[src/rtl/park_gate_sensor_if.sv]
`default_nettype none
// +----------------------------------------------------------------------------+
// | Module      : park_gate_sensor_if                                          |
// | Description : Gate-lane sensor inputs and event/barrier outputs            |
// | Revision    : 1.0 - initial release                                        |
// +----------------------------------------------------------------------------+
interface park_gate_sensor_if;
  logic sensor_a;
  logic sensor_b;
  logic parking_full;
  logic car_in;
  logic car_out;
  logic barrier_up;
  logic entry_denied;
  logic seq_error;

  modport master (
    output sensor_a,
    output sensor_b,
    output parking_full,
    input  car_in,
    input  car_out,
    input  barrier_up,
    input  entry_denied,
    input  seq_error
  );

  modport slave (
    input  sensor_a,
    input  sensor_b,
    input  parking_full,
    output car_in,
    output car_out,
    output barrier_up,
    output entry_denied,
    output seq_error
  );
endinterface
`default_nettype wire

[src/rtl/park_gate_sensor.sv]
`default_nettype none
// +----------------------------------------------------------------------------+
// | Module      : park_gate_sensor                                             |
// | Description : Two-beam gate decoder: direction, barrier and event pulses   |
// | Revision    : 1.0 - initial release                                        |
// +----------------------------------------------------------------------------+
module park_gate_sensor #(
  parameter int DEB_CYCLES     = 4,
  parameter int TIMEOUT_CYCLES = 200
) (
  input  logic              clk,
  input  logic              rst,
  park_gate_sensor_if.slave gate
);

  localparam int c_deb_w = (DEB_CYCLES > 1) ? $clog2(DEB_CYCLES) : 1;
  localparam int c_tmr_w = (TIMEOUT_CYCLES > 2) ? $clog2(TIMEOUT_CYCLES) : 1;
  localparam logic [c_deb_w-1:0] c_deb_last = c_deb_w'(DEB_CYCLES - 1);
  localparam logic [c_tmr_w-1:0] c_tmr_last = c_tmr_w'(TIMEOUT_CYCLES - 1);

  typedef enum logic [3:0] {
    S_IDLE   = 4'd0,
    S_IN_A   = 4'd1,
    S_IN_AB  = 4'd2,
    S_IN_B   = 4'd3,
    S_OUT_B  = 4'd4,
    S_OUT_BA = 4'd5,
    S_OUT_A  = 4'd6,
    S_DENY   = 4'd7,
    S_ERR    = 4'd8
  } state_t;

  logic [1:0] w_raw;
  logic [1:0] w_deb;

  assign w_raw = {gate.sensor_b, gate.sensor_a};

  // Per-beam synchronizer and debounce; bit 0 is beam A, bit 1 is beam B.
  for (genvar gi = 0; gi < 2; gi++) begin : g_sensor
    logic               r_sync1;
    logic               r_sync2;
    logic               r_deb;
    logic [c_deb_w-1:0] r_cnt;

    always_ff @(posedge clk) begin
      if (!rst) begin
        r_sync1 <= 1'b0;
        r_sync2 <= 1'b0;
        r_deb   <= 1'b0;
        r_cnt   <= '0;
      end else begin
        r_sync1 <= w_raw[gi];
        r_sync2 <= r_sync1;
        if (r_sync2 == r_deb) begin
          r_cnt <= '0;
        end else if (r_cnt == c_deb_last) begin
          r_deb <= ~r_deb;
          r_cnt <= '0;
        end else begin
          r_cnt <= r_cnt + c_deb_w'(1);
        end
      end
    end

    assign w_deb[gi] = r_deb;
  end

  state_t             r_state;
  state_t             w_next;
  logic [c_tmr_w-1:0] r_timer;
  logic               w_active;
  logic               w_car_in;
  logic               w_car_out;
  logic               w_seq_err;
  logic               r_car_in;
  logic               r_car_out;
  logic               r_seq_err;
  logic               r_barrier;
  logic               r_denied;

  assign w_active = (r_state inside {S_IN_A, S_IN_AB, S_IN_B, S_OUT_B, S_OUT_BA, S_OUT_A});

  always_comb begin
    w_next    = r_state;
    w_car_in  = 1'b0;
    w_car_out = 1'b0;
    // Case items are {da, db}.
    case (r_state)
      S_IDLE: begin
        case (w_deb[0+:1] == 1'b1 ? {1'b1, w_deb[1]} : {1'b0, w_deb[1]})
          2'b10:   w_next = gate.parking_full ? S_DENY : S_IN_A;
          2'b01:   w_next = S_OUT_B;
          2'b11:   w_next = S_ERR;
          default: w_next = S_IDLE;
        endcase
      end
      S_IN_A: begin
        case ({w_deb[0], w_deb[1]})
          2'b11:   w_next = S_IN_AB;
          2'b00:   w_next = S_IDLE;
          2'b01:   w_next = S_ERR;
          default: w_next = S_IN_A;
        endcase
      end
      S_IN_AB: begin
        case ({w_deb[0], w_deb[1]})
          2'b01:   w_next = S_IN_B;
          2'b10:   w_next = S_IN_A;
          2'b00:   w_next = S_IDLE;
          default: w_next = S_IN_AB;
        endcase
      end
      S_IN_B: begin
        case ({w_deb[0], w_deb[1]})
          2'b00: begin
            w_next   = S_IDLE;
            w_car_in = 1'b1;
          end
          2'b11:   w_next = S_IN_AB;
          2'b10:   w_next = S_ERR;
          default: w_next = S_IN_B;
        endcase
      end
      S_OUT_B: begin
        case ({w_deb[0], w_deb[1]})
          2'b11:   w_next = S_OUT_BA;
          2'b00:   w_next = S_IDLE;
          2'b10:   w_next = S_ERR;
          default: w_next = S_OUT_B;
        endcase
      end
      S_OUT_BA: begin
        case ({w_deb[0], w_deb[1]})
          2'b10:   w_next = S_OUT_A;
          2'b01:   w_next = S_OUT_B;
          2'b00:   w_next = S_IDLE;
          default: w_next = S_OUT_BA;
        endcase
      end
      S_OUT_A: begin
        case ({w_deb[0], w_deb[1]})
          2'b00: begin
            w_next    = S_IDLE;
            w_car_out = 1'b1;
          end
          2'b11:   w_next = S_OUT_BA;
          2'b01:   w_next = S_ERR;
          default: w_next = S_OUT_A;
        endcase
      end
      S_DENY, S_ERR: begin
        if (w_deb == 2'b00) begin
          w_next = S_IDLE;
        end
      end
      default: w_next = S_IDLE;
    endcase

    // A stalled vehicle overrides whatever the beams currently show.
    if (w_active && (r_timer == c_tmr_last)) begin
      w_next    = S_ERR;
      w_car_in  = 1'b0;
      w_car_out = 1'b0;
    end

    w_seq_err = (w_next == S_ERR) && (r_state != S_ERR);
  end

  always_ff @(posedge clk) begin
    if (!rst) begin
      r_state   <= S_IDLE;
      r_timer   <= '0;
      r_car_in  <= 1'b0;
      r_car_out <= 1'b0;
      r_seq_err <= 1'b0;
      r_barrier <= 1'b0;
      r_denied  <= 1'b0;
    end else begin
      r_state <= w_next;
      if ((w_next != r_state) || !w_active) begin
        r_timer <= '0;
      end else begin
        r_timer <= r_timer + c_tmr_w'(1);
      end
      r_car_in  <= w_car_in;
      r_car_out <= w_car_out;
      r_seq_err <= w_seq_err;
      r_barrier <= (w_next inside {S_IN_A, S_IN_AB, S_IN_B, S_OUT_B, S_OUT_BA, S_OUT_A});
      r_denied  <= (w_next == S_DENY);
    end
  end

  assign gate.car_in       = r_car_in;
  assign gate.car_out      = r_car_out;
  assign gate.seq_error    = r_seq_err;
  assign gate.barrier_up   = r_barrier;
  assign gate.entry_denied = r_denied;

endmodule
`default_nettype wire

[src/flat_wrapper.sv]
// flat-port wrapper written by rule: the top's interface ports become plain ports
module park_gate_sensor_flat 
#(
  parameter int DEB_CYCLES     = 4,
  parameter int TIMEOUT_CYCLES = 200
)
  (clk, rst, gate_sensor_a, gate_sensor_b, gate_parking_full, gate_car_in, gate_car_out, gate_barrier_up, gate_entry_denied, gate_seq_error);
  park_gate_sensor_if gate_i ();
  input  logic clk;
  input  logic rst;
  input wire logic [$bits(gate_i.sensor_a)-1:0] gate_sensor_a;
  input wire logic [$bits(gate_i.sensor_b)-1:0] gate_sensor_b;
  input wire logic [$bits(gate_i.parking_full)-1:0] gate_parking_full;
  output wire logic [$bits(gate_i.car_in)-1:0] gate_car_in;
  output wire logic [$bits(gate_i.car_out)-1:0] gate_car_out;
  output wire logic [$bits(gate_i.barrier_up)-1:0] gate_barrier_up;
  output wire logic [$bits(gate_i.entry_denied)-1:0] gate_entry_denied;
  output wire logic [$bits(gate_i.seq_error)-1:0] gate_seq_error;
  assign gate_i.sensor_a = gate_sensor_a;
  assign gate_i.sensor_b = gate_sensor_b;
  assign gate_i.parking_full = gate_parking_full;
  assign gate_car_in = gate_i.car_in;
  assign gate_car_out = gate_i.car_out;
  assign gate_barrier_up = gate_i.barrier_up;
  assign gate_entry_denied = gate_i.entry_denied;
  assign gate_seq_error = gate_i.seq_error;
  park_gate_sensor #(.DEB_CYCLES(DEB_CYCLES), .TIMEOUT_CYCLES(TIMEOUT_CYCLES)) u_core (.clk(clk), .rst(rst), .gate(gate_i));
endmodule
[config.mk]
export PLATFORM = sky130hd
export DESIGN_NAME = park_gate_sensor_flat
export DESIGN_NICKNAME = d
export VERILOG_FILES = /design/src/rtl/park_gate_sensor_if.sv /design/src/rtl/park_gate_sensor.sv /design/src/flat_wrapper.sv
export SDC_FILE = /design/constraint.sdc
export NUM_CORES = 1
export LEC_CHECK = 0
export ABC_AREA = 0
export CAP_MARGIN = 30
export CORE_UTILIZATION = 60
export CTS_CLUSTER_SIZE = 16
export DETAILED_ROUTE_END_ITERATION = 10
export GPL_TIMING_DRIVEN = 1
export PLACE_DENSITY_LB_ADDON = 0.3
export SLEW_MARGIN = 20
export SYNTH_ARGS = -nofsm -noshare
export SYNTH_HDL_FRONTEND = slang
export SYNTH_SLANG_ARGS = --single-unit
[constraint.sdc]
create_clock -name clk -period 6 [get_ports clk]
set_input_delay 0.9 -clock clk [delete_from_list [all_inputs] [get_ports clk]]
set_output_delay 0.9 -clock clk [all_outputs]
set_load 0.02 [all_outputs]
==> reports/metrics.cfg <==
[synthesis]
synthArstFlopShare_pct = 0
syn-num-nets = 173
synth_xor_area_share_pct = 5.06
synth-seq-cells = 27
seq_area_frac_synth_pct = 34.7
avgSynthCellArea_sq_um = 9.79
synth.area.mux_share_pct = 3.62
synth_area_sq_um = 1560
synth_top_family_by_area = simple AND/OR/NAND/NOR gates
syn_inst = 159
synth_compound_area_share_pct = 14.1
yosys.area_share.simple_pct = 31.4
ys.flop_type = dfxtp_1
synthAdderAreaFrac_pct = 7.23
ys.warnings.count = 0
yosysUniqueCellTypes = 56
synth_edf_count = 0

[cells_and_area]
final_common_cell = dfxtp_1
nets = 182
area_delta_synth_final_pct = 7.15
final_util_pct = 67.9
antenna-diode-count = 0
layout-drive-gt1-share_pct = 13.2
finalInstanceArea_sq_um = 1670
final_cell_mix = 27 x dfxtp_1, 11 x nand2_1, 11 x nand3_1

[placed_design]
gp_congestion = 0.840
placed_cell_area_sq_um = 1640
dpl.hpwl_mm = 2.10
io_buffers = 9
place_ws_ns = 3.19

[worst_hold_path]
min_delay_path_depth = 1
hold_class = reg2reg
hold_end = u_core.g_sensor[0].r_cnt[0]
hp-start = u_core.g_sensor[0].r_cnt[0]

[timing]
hold_viol_final = 0
layout_setup_ws_ns = 3.42
tns_ns = 0
fmax_mhz = 387
finalSetupViolations = 0
rsz0062_at_grt = false
worst_pin_slew_ns = 0.904
slew_violations = 0
min_period_over_period_pct = 43.1
finalClockSkew_ns = 0.00438
period_minus_slack_ns = 2.58
relSlewSlack_pct = 39.8

[worst_setup_path]
cp-start-kind = flip-flop
critPathMaxFanout = 11
rr_endpoint = u_core.gate.barrier_up
cp.required_ns = 6.23
cp.arrival_ns = 2.82
r2r_start = u_core.g_sensor[1].r_deb
end_kind = flip-flop
reg2reg_depth = 6
reg2reg_slack_ns = 3.42
crit_type = reg2reg

[floorplan]
rows = 18
initial_core_util_pct = 63.4
core_area_sq_um = 2450
dieArea_sq_um = 2800
fp.dieH_um = 52.9
io_pins = 10
die_w_um = 52.9

[clock_network]
clockBufferDepth = 2
cts_root_buf = clkbuf_4
clock_sinks = 27
clk_pin_slew_ns = 0.14
post_cts_buffers = 0
cts_tree = done
clk_latency_ns = 0.31
numCtsBuffers = 3
cts_hold_buffers = 0
h-tree-depth = 1
cts_resized = 0

[power]
power_leakage_nw = 0.626
p_sw_mw = 0.0533
ir_drop_v = 0.000165
intPower_mw = 0.211
p_comb_share_pct = 2.9
sw_frac_of_total_pct = 20.2
p_clk_share_pct = 28.5
cellPowerDensity_nw_per_um2 = 159
seqPwrFrac_pct = 68.6

[drt]
drt_wl_total_mm = 2.85
drc = 0
dr_total_vias = 1179
dr.first_iter.drc_count = 27
ant_nets = 0
detail_route.vias_per_cell = 5.98
dr.pass1.iters = 4
avgRoutedWirePerCell_um = 14.4

[grt]
antenna_found_initial = 0
grt_max_degree = 17
grt_pass1_vias = 1122
track_usage_pct = 23.2
grt_pass1_wl_mm = 4.89
grt-ovfl-total = 0

[flow_run]
max-cap-violations = 0

[run_status]
outcome = complete, no violations

## per-layer routing
layer,track usage (%),wire [um],up-vias
met2,41.6,1350,19
met4,4.82,12,0
met5,0,0,-
met3,2.59,87,2
met1,29.7,1400,554
li1,-,-,604
## power by group through the flow
| stage | sequential [mW] | combinational [mW] | clock [mW] |
|---|---|---|---|
| 6_report | 0.182 | 0.00766 | 0.0754 |
| 5_1_grt | 0.182 | 0.00855 | 0.0828 |
| 4_1_cts | 0.182 | 0.00772 | 0.0782 |
| 3_5_place_dp | 0.186 | 0.00773 | 0 |
| 3_3_place_gp | 0.186 | 0.00746 | 0 |
| 2_1_floorplan | 0.185 | 0.00402 | 0 |
## cell type report
class	count	area, sq um
Clock buffer	4	26.3
Fill cell	198	787
Inverter	5	18.8
Multi-Input combinational cell	122	955
Sequential cell	27	541
Tap cell	30	37.5
Timing Repair Buffer	9	90.1
## kinds of logic (layout without fill, tap and decap cells)
kind of cell             count (synthesis)  in the layout
buffers and inverters                   10             18
AO/OA/AOI/OAI                           23             23
flip-flops                              27             27
AND/OR/NAND/NOR                         76             76
XOR/XNOR                                 9              9
adder cells (fa/ha/maj)                  9              9
multiplexers                             5              5
## worst max path at each step
stage                                  end                      from  cells past startpoint  slack, ns
global placement         u_core.r_timer[7]                       rst                      5       3.31
CTS                 u_core.gate.barrier_up  u_core.g_sensor[1].r_deb                      6       3.44
finish              u_core.gate.barrier_up  u_core.g_sensor[1].r_deb                      6       3.42
detailed placement       u_core.r_timer[7]                       rst                      5       3.19
global route        u_core.gate.barrier_up  u_core.g_sensor[1].r_deb                      6       3.25
floorplan                u_core.r_timer[0]  u_core.g_sensor[1].r_deb                      7       4.04
## stage by stage
stage	hold slack, ns	total power, mW	instances
2_1_floorplan	0.405	0.189	159
3_3_place_gp	0.414	0.193	193
3_5_place_dp	0.418	0.193	193
4_1_cts	0.443	0.268	197
5_1_grt	0.463	0.273	197
6_report	0.441	0.265	197
## Yosys cell counts (all sizes together), types with 2 or more instances
master / instances / share of area (%)
dfxtp: 27 / 35
xor2: 3 / 1.7
o21ai: 4 / 1.3
and2b: 2 / 1.1
mux2i: 3 / 1.9
nand3: 11 / 3.5
and2: 7 / 2.8
nor2b: 3 / 1.2
nor2: 7 / 1.8
and3: 3 / 1.3
ha: 9 / 7.2
buf: 4 / 2.5
nand3b: 2 / 0.96
mux2: 2 / 1.7
nor3: 4 / 1.9
a211oi: 2 / 1.3
o31ai: 2 / 1.3
nand2b: 4 / 1.6
inv: 5 / 1.2
nor4bb: 3 / 1.9
a221oi: 2 / 2.7
xnor2: 6 / 3.4
nand2: 11 / 2.7
a21oi: 2 / 0.64
nor4: 10 / 4.8
and4b: 2 / 1.3
## sequential cells by signal (all words and copies together), names as in the netlist
| signal | flops |
|---|---|
| u_core.g_sensor.r_sync2 | 2 |
| u_core.gate.entry_denied | 1 |
| u_core.gate.barrier_up | 1 |
| u_core.g_sensor.r_cnt | 4 |
| u_core.gate.seq_error | 1 |
| u_core.g_sensor.r_deb | 2 |
| u_core.gate.car_in | 1 |
| u_core.r_timer | 8 |
| u_core.r_state | 4 |
| u_core.gate.car_out | 1 |
| u_core.g_sensor.r_sync1 | 2 |
## worst max-delay path, cell delays in order (launching register included)
cell and delay [ns]:
dfxtp_1 0.52, inv_1 0.11, ha_1 0.30, mux2_4 0.30, a221oi_2 0.77, a21bo_2 0.26
nor4bb_1 0.25
Note: power is estimated with default switching activity, not from simulation.
